$ cat src/rtl/io1out_pad.sv
// io1out_pad: 1-bit output pad. Selects one of four tile-side sources, can
// register it, and drives the package pin behind an output-enable turnaround
// guard. The guard keeps the pad from driving while another driver may still
// be active.
module io1out_pad #(
    parameter int   TURN_CYCLES = 2,
    parameter logic INIT_VALUE  = 1'b0
) (
    input  logic       clk,
    input  logic       rst,
    input  logic       pin_0,
    input  logic       pin_1,
    input  logic       pin_2,
    input  logic       pin_3,
    input  logic       config_en,
    input  logic [3:0] config_data,
    output logic [0:0] top_pin,
    output logic       top_pin_oe
);

    // The counter is loaded with TURN_CYCLES-1, so it only has to hold that value.
    localparam int CNT_W = (TURN_CYCLES > 1) ? $clog2(TURN_CYCLES) : 1;
    localparam logic [CNT_W-1:0] CNT_LOAD =
        (TURN_CYCLES > 0) ? CNT_W'(TURN_CYCLES - 1) : CNT_W'(0);

    typedef enum logic [1:0] {
        ST_OFF   = 2'b00,
        ST_ARM   = 2'b01,
        ST_DRIVE = 2'b10
    } state_t;

    logic [1:0]       r_sel;
    logic             r_reg_mode;
    logic             r_oe_en;
    logic             r_data_q;
    logic             r_oe;
    logic [CNT_W-1:0] r_cnt;
    state_t           r_state;
    logic             w_mux_out;

    // Configuration register: all four fields load together on a write strobe.
    always_ff @(posedge clk or posedge rst) begin
        if (rst) begin
            r_sel      <= 2'd0;
            r_reg_mode <= 1'b0;
            r_oe_en    <= 1'b0;
        end else if (config_en) begin
            r_sel      <= config_data[1:0];
            r_reg_mode <= config_data[2];
            r_oe_en    <= config_data[3];
        end
    end

    // Source select across the four tile sides.
    always_comb begin
        w_mux_out = pin_0;
        case (r_sel)
            2'd0: w_mux_out = pin_0;
            2'd1: w_mux_out = pin_1;
            2'd2: w_mux_out = pin_2;
            2'd3: w_mux_out = pin_3;
            default: w_mux_out = pin_0;
        endcase
    end

    // Free-running capture of the selected source, used in registered mode.
    always_ff @(posedge clk or posedge rst) begin
        if (rst) begin
            r_data_q <= INIT_VALUE;
        end else begin
            r_data_q <= w_mux_out;
        end
    end

    // OE turnaround FSM. r_oe is updated together with the state, so it is
    // high exactly when the state is DRIVE and comes straight from a flop.
    always_ff @(posedge clk or posedge rst) begin
        if (rst) begin
            r_state <= ST_OFF;
            r_cnt   <= CNT_W'(0);
            r_oe    <= 1'b0;
        end else begin
            case (r_state)
                ST_OFF: begin
                    if (r_oe_en) begin
                        if (TURN_CYCLES == 0) begin
                            r_state <= ST_DRIVE;
                            r_oe    <= 1'b1;
                        end else begin
                            r_state <= ST_ARM;
                            r_cnt   <= CNT_LOAD;
                            r_oe    <= 1'b0;
                        end
                    end
                end
                ST_ARM: begin
                    // Abort wins over completion of the guard interval.
                    if (!r_oe_en) begin
                        r_state <= ST_OFF;
                        r_oe    <= 1'b0;
                    end else if (r_cnt == CNT_W'(0)) begin
                        r_state <= ST_DRIVE;
                        r_oe    <= 1'b1;
                    end else begin
                        r_cnt <= r_cnt - CNT_W'(1);
                    end
                end
                ST_DRIVE: begin
                    // Release is immediate; only the turn-on is guarded.
                    if (!r_oe_en) begin
                        r_state <= ST_OFF;
                        r_oe    <= 1'b0;
                    end
                end
                default: begin
                    r_state <= ST_OFF;
                    r_oe    <= 1'b0;
                end
            endcase
        end
    end

    assign top_pin_oe = r_oe;
    // Bypass mode passes the source through with no latency; registered mode adds one cycle.
    assign top_pin[0] = r_oe ? (r_reg_mode ? r_data_q : w_mux_out) : INIT_VALUE;

endmodule

$ cat config.mk
export PLATFORM = sky130hd
export DESIGN_NAME = io1out_pad
export DESIGN_NICKNAME = d
export VERILOG_FILES = /design/src/rtl/io1out_pad.sv
export SDC_FILE = /design/constraint.sdc
export NUM_CORES = 1
export LEC_CHECK = 0
export BUFFER_PORTS_ARGS = -buffer_cell sky130_fd_sc_hd__buf_2
export CAP_MARGIN = 25
export CORE_AREA = 2 2 39 41
export CTS_CLUSTER_DIAMETER = 50
export DETAILED_ROUTE_END_ITERATION = 6
export DIE_AREA = 0 0 41 43
export SLEW_MARGIN = 30
export SYNTH_ARGS = -nofsm -noshare
export SYNTH_HDL_FRONTEND = slang
export SYNTH_SLANG_ARGS = --single-unit
$ cat constraint.sdc
create_clock -name clk -period 1 [get_ports clk]
set_input_delay 0.1 -clock clk [delete_from_list [all_inputs] [get_ports clk]]
set_output_delay 0.1 -clock clk [all_outputs]
set_load 0.01 [all_outputs]
==> results of run 1 <==
## layer usage
| layer | up-vias | share of wire, % | track usage (%) |
|---|---|---|---|
| li1 | 147 | - | - |
| met1 | 136 | 40 | 12.42 |
| met2 | 13 | 53 | 18.44 |
| met3 | 0 | 6.9 | 3.141 |
| met4 | 0 | 0 | 8.000 |
| met5 | - | 0 | 0 |
## repair_timing
| action | in CTS | in global routing |
|---|---|---|
| pin swaps | 2 | 3 |
| setup buffers | 2 | 2 |
| gates cloned | 0 | 0 |
| gates resized for setup | 5 | 2 |
| hold buffers | 1 | 0 |
| setup endpoints to repair | 4 | 6 |
| hold endpoints to repair | 8 | 0 |
## layout make-up
type                    count  area, um^2  share of cell area (%)
multi-input cells          18       165.2                   30.14
flip-flops and latches      8       200.2                   36.53
repair buffers             19       128.9                   23.52
clock buffers               3       22.52                   4.110
inverters                   3       11.26                   2.055
well taps                  16       20.02                   3.653
## worst max-delay path by stage
stage,startpoint,end,slack [ns],cells past startpoint
finish,r_sel[0]$_DFFE_PP0P_,top_pin,-0.42,3
global route,r_sel[0]$_DFFE_PP0P_,top_pin,-0.46,3
CTS,r_reg_mode$_DFFE_PP0P_,top_pin,-0.42,3
detailed placement,r_reg_mode$_DFFE_PP0P_,top_pin,-0.15,3
global placement,r_reg_mode$_DFFE_PP0P_,top_pin,-0.14,3
floorplan,top_pin_oe$_DFFE_PP0P_,top_pin,-0.10,2
## flip-flops by register name (all words and copies together) (netlist names)
name,flops
r_sel,2
r_cnt,1
r_data_q,1
r_oe_en,1
r_reg_mode,1
r_state,1
top_pin_oe,1
## kinds of logic after synthesis
group | after synthesis
flip-flops | 8
multiplexers | 7
AND/OR/NAND/NOR | 7
buffers and inverters | 3
AO/OA/AOI/OAI | 4
## cells in the final DEF, fill, tap and decap left out, drive strengths merged, types with 2 or more instances in the layout
cell type  Yosys  layout
dfrtp          8       8
inv            3       3
or3b           2       2
a21oi          2       2
mux2           3       3
clkbuf         0       3
buf            0      18
mux2i          4       4
## report_power, final
part / leakage, nW / internal (W) / total [W] / switching, W
registers: 0.0959 / 0.000369 / 0.000398 / 0.0000287
logic: 0.161 / 0.000120 / 0.000195 / 0.0000756
clock network: 0.0138 / 0.000137 / 0.000243 / 0.000106
total: 0.271 / 0.000626 / 0.000836 / 0.000210
## stage by stage
stage	instance area, um^2	power (W)	util [%]
floorplan	362.8	0.0004809	-
global placement	473.0	0.0005501	34.18
detailed placement	473.0	0.0005560	34.18
CTS	538.0	0.0008342	38.88
global route	548.0	0.0008900	39.60
finish	548.0	0.0008363	39.60
## worst min-delay path, cell delays in order
cell     delay (ns)
buf_2          0.08
nand2_1        0.04
o21ai_0        0.06
==> results.yml, run 1 <==
sta:
  whs_ns: 0.06833
  relSlewSlack_pct: 80.37
  fin_setup_tns_ns: -0.6350
  skew_ns: 0.001729
  drv_slew: 0
  min_period_ns: 1.424
  max_slew.worst_pin.slew_ns: 0.2942
  setup_ws_ns: -0.4242
  min_period_over_period_pct: 142.4
  rsz0062_at_grt: "yes"
  max_freq_ghz: 0.7021
  hold_viol: 0
  setup_viol: 5
grt:
  grt_pass1_vias: 344
  grt_pass1_wl_um: 1311
  gr-total-overflow: 0
  antenna_found_initial: 0
  grt_max_degree: 9
  grt_usage_pct: 11.60
logic_synthesis:
  yosys.area_share.adder_pct: 0
  synth_top_family_by_area: "multiplexers"
  yosys.area_share.simple_pct: 13.33
  synth_area_um2: 356.6
  yosysTopAreaCell: "dfrtp_1"
  synth_compound_area_share_pct: 6.667
  synth_edf_count: 0
  synthDistinctLibCells: 13
  async_flop_share_pct: 100.0
  yosys_warnings: 0
  synth_cells: 29
  ys_seq_area_share_pct: 56.14
  synthFlopType: "dfrtp_1"
  syn_nets: 40
  avgSynthCellArea_um2: 12.30
  synth_mux_area_share_pct: 20.70
  synth.most_common_cell: "dfrtp_1"
  synthTopCellsByCount: "dfrtp_1 (8), mux2i_1 (4), inv_1 (3), mux2_2 (3)"
  synth_area_leaders: "dfrtp_1 (56%), mux2i_1 (11%), mux2_2 (9.5%)"
  synth-xor-area-share_pct: 0
  yosysTopAreaCellShare_pct: 56.14
  yosys_register_bits: 8
setup_path:
  max_stage_delay_ns: 0.39
  crit_arrival_ns: 1.32
  worstReg2RegEnd: "top_pin_oe$_DFFE_PP0P_"
  cp_slowest_cell: "or3b_1"
  critPathKind: "flop to output pin"
  path_cells: "or3b_1 -> o221ai_2 -> buf_2"
  cp_max_fo: 2
  required_ns: 0.90
  crit_family: "simple AND/OR/NAND/NOR gates"
  r2r-start: "top_pin_oe$_DFFE_PP0P_"
  start_kind: "flop"
  reg2reg_depth: 3
  endpoint_kind: "output pin"
  ff2ff_setup_slack_ns: -0.10
  path_buf_inv: 1
die:
  die_w_um: 41
  initial_core_util_pct: 25.77
  rows: 14
  core_area_mm2: 0.001384
  ios: 13
  die_h_um: 43
  die_area_mm2: 0.001763
clock_network:
  clock_path_buffers: 2
  tritoncts: "done"
  insertion_delay_ns: 0.25
  cts_inserted_buffers: 3
  cts_sinks: 8
  cts_root_buf: "clkbuf_4"
  cts_max_level: 1
  clk_pin_slew_ns: 0.05
drt:
  drt-pass1-iter-count: 1
  post_drt_via_cell_ratio: 4.418
  drt_iter0_drc: 0
  drt_wl_total_um: 799
  antenna_left: 0
  drc_errors: 0
  routedWlPerCell_um: 11.93
  vias: 296
place:
  dp_cells: 61
  gp_congestion: 0.6236
  hpwl_um: 617.4
  portBuffers: 12
  pre_cts_ws_ns: -0.1504
layout:
  drive_above_1_share_pct: 54.90
  areaGrowthSynthToFinish_pct: 53.68
  instances_no_fill: 67
  finalNetCount: 64
  nFillCells: 135
  antenna_cells: 0
job:
  max_cap_viol_count: 0
worst_hold_path:
  hp-start: "config_data[3]"
  hold_path_depth: 3
  min_to: "r_oe_en$_DFFE_PP0P_"
  hold_path_class: "primary input to flop"
power:
  power.leakage_nw: 0.2710
  power.density_mw_per_mm2: 1526
  ir_drop_v: 0.0006690
status:
  outcome: "complete, but fails checks"
  failed_checks: "negative setup slack"
Power figures use the tool's default switching activity.
==> run 2, diff against run 1 <==
==> constraint.sdc (replaced) <==
create_clock -name clk -period 1 [get_ports clk]
set_input_delay 0.2 -clock clk [delete_from_list [all_inputs] [get_ports clk]]
set_output_delay 0.2 -clock clk [all_outputs]
set_load 0.01 [all_outputs]
==> run 2 against run 1 <==
Net effect:
- the flow still finishes with violations (negative setup slack)
- register-to-register slack is essentially flat
- sequential power is essentially flat
- clock-buffer cell count unchanged
- non-clock buffer count fell by 1
- sequential share of layout area increased by 0.51 points
- power is 0.84% lower
- clock skew decreased by 0.00057 ns
==> results.yml, run 2 (synthesis results as in run 1) <==
layout:
  instances_no_fill: 66
  final_util_pct: 39.06
  areaGrowthSynthToFinish_pct: 51.58
  final_cell_mix: "buf_2 (11), dfrtp_1 (8), buf_4 (4)"
  antenna_cells: 0
  finalNetCount: 63
  largest_reg_flops: 2
  drive_above_1_share_pct: 58.00
  final_common_cell: "buf_2"
  largest-register: "r_sel"
drt:
  vias: 308
  routedWlPerCell_um: 11.71
  drt_wl_total_um: 773
  drc_errors: 0
  drt_iter0_drc: 0
  antenna_left: 0
  post_drt_via_cell_ratio: 4.667
  drt-pass1-iter-count: 1
clock_network:
  tritoncts: "done"
  clk_pin_slew_ns: 0.05
  cts_inserted_buffers: 3
  insertion_delay_ns: 0.25
  clock_path_buffers: 2
  cts_root_buf: "clkbuf_4"
  cts_max_level: 1
  cts_sinks: 8
die:
  rows: 14
  initial_core_util_pct: 25.77
  ios: 13
  die_h_um: 43
  core_area_mm2: 0.001384
  die_w_um: 41
  die_area_mm2: 0.001763
power:
  switching_power_w: 0.0002079
  ir_drop_v: 0.0005519
  comb_power_share_pct: 23.1
  power.density_mw_per_mm2: 1534
  internal-power_w: 0.0006213
  p_clk_share_pct: 29.1
  p_sw_share_pct: 25.07
  pwr-share-seq_pct: 47.9
  power.leakage_nw: 0.2584
setup_path:
  critPathKind: "flop to output pin"
  cp_slowest_cell: "or3b_1"
  max_stage_delay_ns: 0.39
  crit_family: "simple AND/OR/NAND/NOR gates"
  path_cells: "or3b_1 -> o221ai_2 -> buf_2"
  r2r-start: "top_pin_oe$_DFFE_PP0P_"
  cp-startpoint: "r_reg_mode$_DFFE_PP0P_"
  ff2ff_setup_slack_ns: -0.10
  cp_max_fo: 2
  required_ns: 0.80
  crit_arrival_ns: 1.32
  path_buf_inv: 1
  start_kind: "flop"
  endpoint_kind: "output pin"
sta:
  whs_ns: 0.1627
  max_freq_ghz: 0.6579
  skew_ns: 0.001162
  hold_viol: 0
  setup_ws_ns: -0.5200
  min_period_ns: 1.520
  setup_viol: 4
  min_period_over_period_pct: 152.0
  drv_slew: 0
  relSlewSlack_pct: 79.96
  fin_setup_tns_ns: -0.7454
  max_slew.worst_pin.slew_ns: 0.3003
  rsz0062_at_grt: "yes"
place:
  hpwl_um: 637.2
  portBuffers: 12
  dp_cells: 62
  gp_congestion: 0.6220
  pre_cts_ws_ns: -0.2583
grt:
  grt_pass1_vias: 343
  antenna_found_initial: 0
  grt_pass1_wl_um: 1297
  gr-total-overflow: 0
  grt_usage_pct: 11.18
  grt_max_degree: 9
status:
  failed_checks: "negative setup slack"
  outcome: "complete, but fails checks"
worst_hold_path:
  hp-start: "config_data[3]"
  hold_path_class: "primary input to flop"
job:
  max_cap_viol_count: 0
==> run 2: cell count changes in the layout (fill, tap and decap cells not counted), sizes merged <==
cell,delta
buf,-1
==> run 2: repair_timing <==
action / CTS / global route
pin swaps: 2 / 2
setup endpoints to repair: 4 / 4
hold endpoints to repair: 8 / 0
resized for setup: 5 / 3
buffers inserted: 1 / 1
hold buffers: 1 / 0
==> run 2: per-stage QoR <==
| stage | instance area [um^2] | power (W) |
|---|---|---|
| after CTS | 534.3 | 0.0008308 |
| final | 540.5 | 0.0008292 |
| after global placement | 480.5 | 0.0005567 |
| after global routing | 540.5 | 0.0008903 |
| after detailed placement | 480.5 | 0.0005612 |
| after floorplan | 362.8 | 0.0004809 |
==> run 2: worst paths after layout <==
path	cells after the start	end
max in group asynchronous	3	r_reg_mode$_DFFE_PP0P_
min in group asynchronous	3	r_sel[1]$_DFFE_PP0P_
hold reg to reg	1	r_state[0]$_DFFE_PP0P_
setup reg to reg	3	top_pin_oe$_DFFE_PP0P_
setup / recovery	3	top_pin
hold / removal	3	r_oe_en$_DFFE_PP0P_
==> run 2: tightest hold or removal path, stage by stage <==
cell and delay (ns):
buf_2 0.07, nand2_1 0.04, o21ai_0 0.06
==> run 2: final cells by class <==
cell class,instances,area (um^2)
clock buffers,3,22.52
fillers,145,843.3
inverters,3,11.26
multi-input cells,18,168.9
flip-flops and latches,8,200.2
well taps,16,20.02
repair buffers,18,117.6
==> run 2: metal layers <==
layer	wire (um)	GRT usage, %
met4	0	6.000
met5	0	0
met1	297	12.04
met3	69	3.665
met2	406	18.13
==> run 2: power groups by stage <==
stage	Clock [W]	Sequential (W)	Combinational (W)
2_1_floorplan	0	0.000402	0.0000786
3_3_place_gp	0	0.000399	0.000157
3_5_place_dp	0	0.000400	0.000161
4_1_cts	0.000251	0.000396	0.000183
5_1_grt	0.000273	0.000403	0.000214
6_report	0.000241	0.000397	0.000191
==> run 3, diff against run 2 <==
--- a/config.mk
+++ b/config.mk
@@ -5,8 +5,8 @@
 export SDC_FILE = /design/constraint.sdc
 export NUM_CORES = 1
 export LEC_CHECK = 0
+export ABC_AREA = 1
 export BUFFER_PORTS_ARGS = -buffer_cell sky130_fd_sc_hd__buf_2
-export CAP_MARGIN = 25
 export CORE_AREA = 2 2 39 41
 export CTS_CLUSTER_DIAMETER = 50
 export DETAILED_ROUTE_END_ITERATION = 6
==> constraint.sdc (replaced) <==
create_clock -name clk -period 1.9 [get_ports clk]
set_input_delay 0.38 -clock clk [delete_from_list [all_inputs] [get_ports clk]]
set_output_delay 0.38 -clock clk [all_outputs]
set_load 0.01 [all_outputs]
==> run 3 against run 2 <==
Net effect:
- the run now ends clean
- wire length is 16% lower
- clock skew barely moved
- final cell count rose by 4.5%
- power decreased by 52%
- global-route usage decreased by 2.2 points
- worst hold slack worse by 0.11 ns
- synthesized cell count grew 31%
- clock-buffer cell count is the same
- sequential share of layout area increased by 7.0 points
- setup slack better by 0.90 ns
- critical path type unchanged
==> results.yml, run 3 <==
power:
  internal-power_w: 0.0002911
  p_sw_share_pct: 26.14
  comb_power_share_pct: 16.1
  power.leakage_nw: 0.2444
  p_clk_share_pct: 31.7
  power.density_mw_per_mm2: 867.7
  pwr-share-seq_pct: 52.2
  ir_drop_v: 0.0002524
  switching_power_w: 0.0001030
drt:
  drt_iter0_drc: 5
  drc_errors: 0
  vias: 292
  drt-pass1-iter-count: 3
  routedWlPerCell_um: 9.464
  post_drt_via_cell_ratio: 4.232
  antenna_left: 0
  drt_wl_total_um: 653
setup_path:
  max_stage_delay_ns: 0.39
  cp_slowest_cell: "dfrtp_1"
  endpoint_kind: "output pin"
  path_cells: "inv_1 -> nand2_1 -> nand3_2 -> nand2_2 -> a21oi_2 -> buf_2"
  required_ns: 1.52
  critPathKind: "flop to output pin"
  crit_family: "flip-flops"
  cp_max_fo: 3
  crit_arrival_ns: 1.14
  start_kind: "flop"
  path_buf_inv: 2
logic_synthesis:
  synthTopCellsByCount: "dfrtp_1 (8), nand2_1 (8), inv_1 (7), o21ai_0 (5)"
  synthFlopType: "dfrtp_1"
  yosysTopAreaCellShare_pct: 56.94
  avgSynthCellArea_um2: 9.252
  synth_area_um2: 351.6
  synth_area_leaders: "dfrtp_1 (57%), nand2_1 (8.5%), inv_1 (7.5%)"
  yosys_warnings: 0
  yosys_register_bits: 8
  synth_cells: 38
  async_flop_share_pct: 100.0
  syn_nets: 49
  synthDistinctLibCells: 12
  yosysTopAreaCell: "dfrtp_1"
  synth_edf_count: 0
  ys_seq_area_share_pct: 56.94
die:
  die_area_mm2: 0.001763
  initial_core_util_pct: 25.41
  rows: 14
  die_w_um: 41
  ios: 13
  core_area_mm2: 0.001384
  die_h_um: 43
sta:
  max_freq_ghz: 0.6579
  skew_ns: 0.001633
  min_period_ns: 1.520
  rsz0062_at_grt: "no"
  hold_viol: 0
  min_period_over_period_pct: 80.00
  drv_slew: 0
  whs_ns: 0.05492
  fin_setup_tns_ns: 0
  relSlewSlack_pct: 81.15
  setup_viol: 0
  max_slew.worst_pin.slew_ns: 0.2825
layout:
  final_common_cell: "buf_2"
  areaGrowthSynthToFinish_pct: 29.18
  drive_above_1_share_pct: 37.74
  finalNetCount: 66
  largest-register: "r_sel"
  final_util_pct: 32.82
  largest_reg_flops: 2
  antenna_cells: 0
  nFillCells: 149
  final_cell_mix: "buf_2 (12), nand2_1 (8), dfrtp_1 (8), inv_1 (7), o21ai_0 (5)"
clock_network:
  cts_max_level: 1
  cts_hold_buf: 0
  tritoncts: "done"
  clk_pin_slew_ns: 0.05
  cts_root_buf: "clkbuf_4"
  cts.repair.resized: 0
  cts_setup_buffers: 0
  cts_sinks: 8
  cts_inserted_buffers: 3
  insertion_delay_ns: 0.25
  clock_path_buffers: 2
place:
  hpwl_um: 504.6
  gp_congestion: 0.6353
  portBuffers: 12
grt:
  grt_usage_pct: 9.017
  antenna_found_initial: 0
  gr-total-overflow: 0
  grt_max_degree: 9
  grt_pass1_vias: 282
  grt_pass1_wl_um: 986
job:
  max_cap_viol_count: 0
status:
  outcome: "completed"
worst_hold_path:
  hold_path_class: "primary input to async pin"
run 3: cell count changes in the layout (fill, tap and decap cells not counted), moves of 2 or more:
| cell | previous run | this run |
|---|---|---|
| nand3_2 | 0 | 2 |
| nand2_1 | 1 | 8 |
| inv_1 | 3 | 7 |
| mux2_2 | 3 | 0 |
| buf_4 | 4 | 0 |
| buf_6 | 2 | 0 |
| o21ai_0 | 1 | 5 |
| mux2i_2 | 3 | 0 |
run 3: layer usage:
metal | up-vias | track usage, % | part of all wire, %
met5 | - | 0 | 0
met4 | 0 | 10.00 | 0
met3 | 0 | 1.571 | 5.1
met2 | 10 | 14.37 | 55
met1 | 130 | 8.278 | 40
li1 | 152 | - | -
run 3: area by class of cell:
type | count | area (um^2) | share of cell area, %
Tap cell | 16 | 20.02 | 4.408
Clock buffer | 3 | 22.52 | 4.959
Inverter | 7 | 26.28 | 5.785
Sequential cell | 8 | 200.2 | 44.08
Multi-Input combinational cell | 23 | 125.1 | 27.55
Timing Repair Buffer | 12 | 60.06 | 13.22
run 3: final timing paths:
path | slack [ns] | cells past startpoint | endpoint | from
max | 0.38 | 6 | top_pin | r_sel[0]$_DFFE_PP0P_
min | 0.05 | 2 | r_cnt$_DFFE_PP0P_ | rst
max reg2reg | 1.05 | 2 | r_state[0]$_DFFE_PP0P_ | top_pin_oe$_DFFE_PP0P_
min reg2reg | 0.51 | 1 | r_cnt$_DFFE_PP0P_ | r_state[0]$_DFFE_PP0P_
max in group asynchronous | 1.63 | 2 | r_state[0]$_DFFE_PP0P_ | rst
min in group clk | 0.34 | 3 | r_sel[1]$_DFFE_PP0P_ | config_data[1]
run 3: stage by stage:
stage	setup slack (ns)	std cells	area, um^2	power, W
2_1_floorplan	0.7521	38	351.6	0.0002473
3_3_place_gp	0.6370	66	431.7	0.0002695
3_5_place_dp	0.6296	66	431.7	0.0002721
4_1_cts	0.3539	69	454.2	0.0004017
5_1_grt	0.2899	69	454.2	0.0004195
6_report	0.3800	69	454.2	0.0003941
run 3: power groups by stage:
stage | clock network, W | logic [W] | registers, W
after floorplan | 0 | 0.0000412 | 0.000206
after global placement | 0 | 0.0000622 | 0.000207
after detailed placement | 0 | 0.0000641 | 0.000208
after CTS | 0.000131 | 0.0000649 | 0.000206
after global routing | 0.000137 | 0.0000743 | 0.000208
final | 0.000125 | 0.0000633 | 0.000206
run 3: kinds of logic (layout without fill, tap and decap cells):
family / Yosys count / in the layout / synth area share (%)
AOI/OAI and AO/OA: 10 / 10 / 16.73
buffers and inverters: 7 / 22 / 7.475
DFF: 8 / 8 / 56.94
and+or+nand+nor: 13 / 13 / 18.86
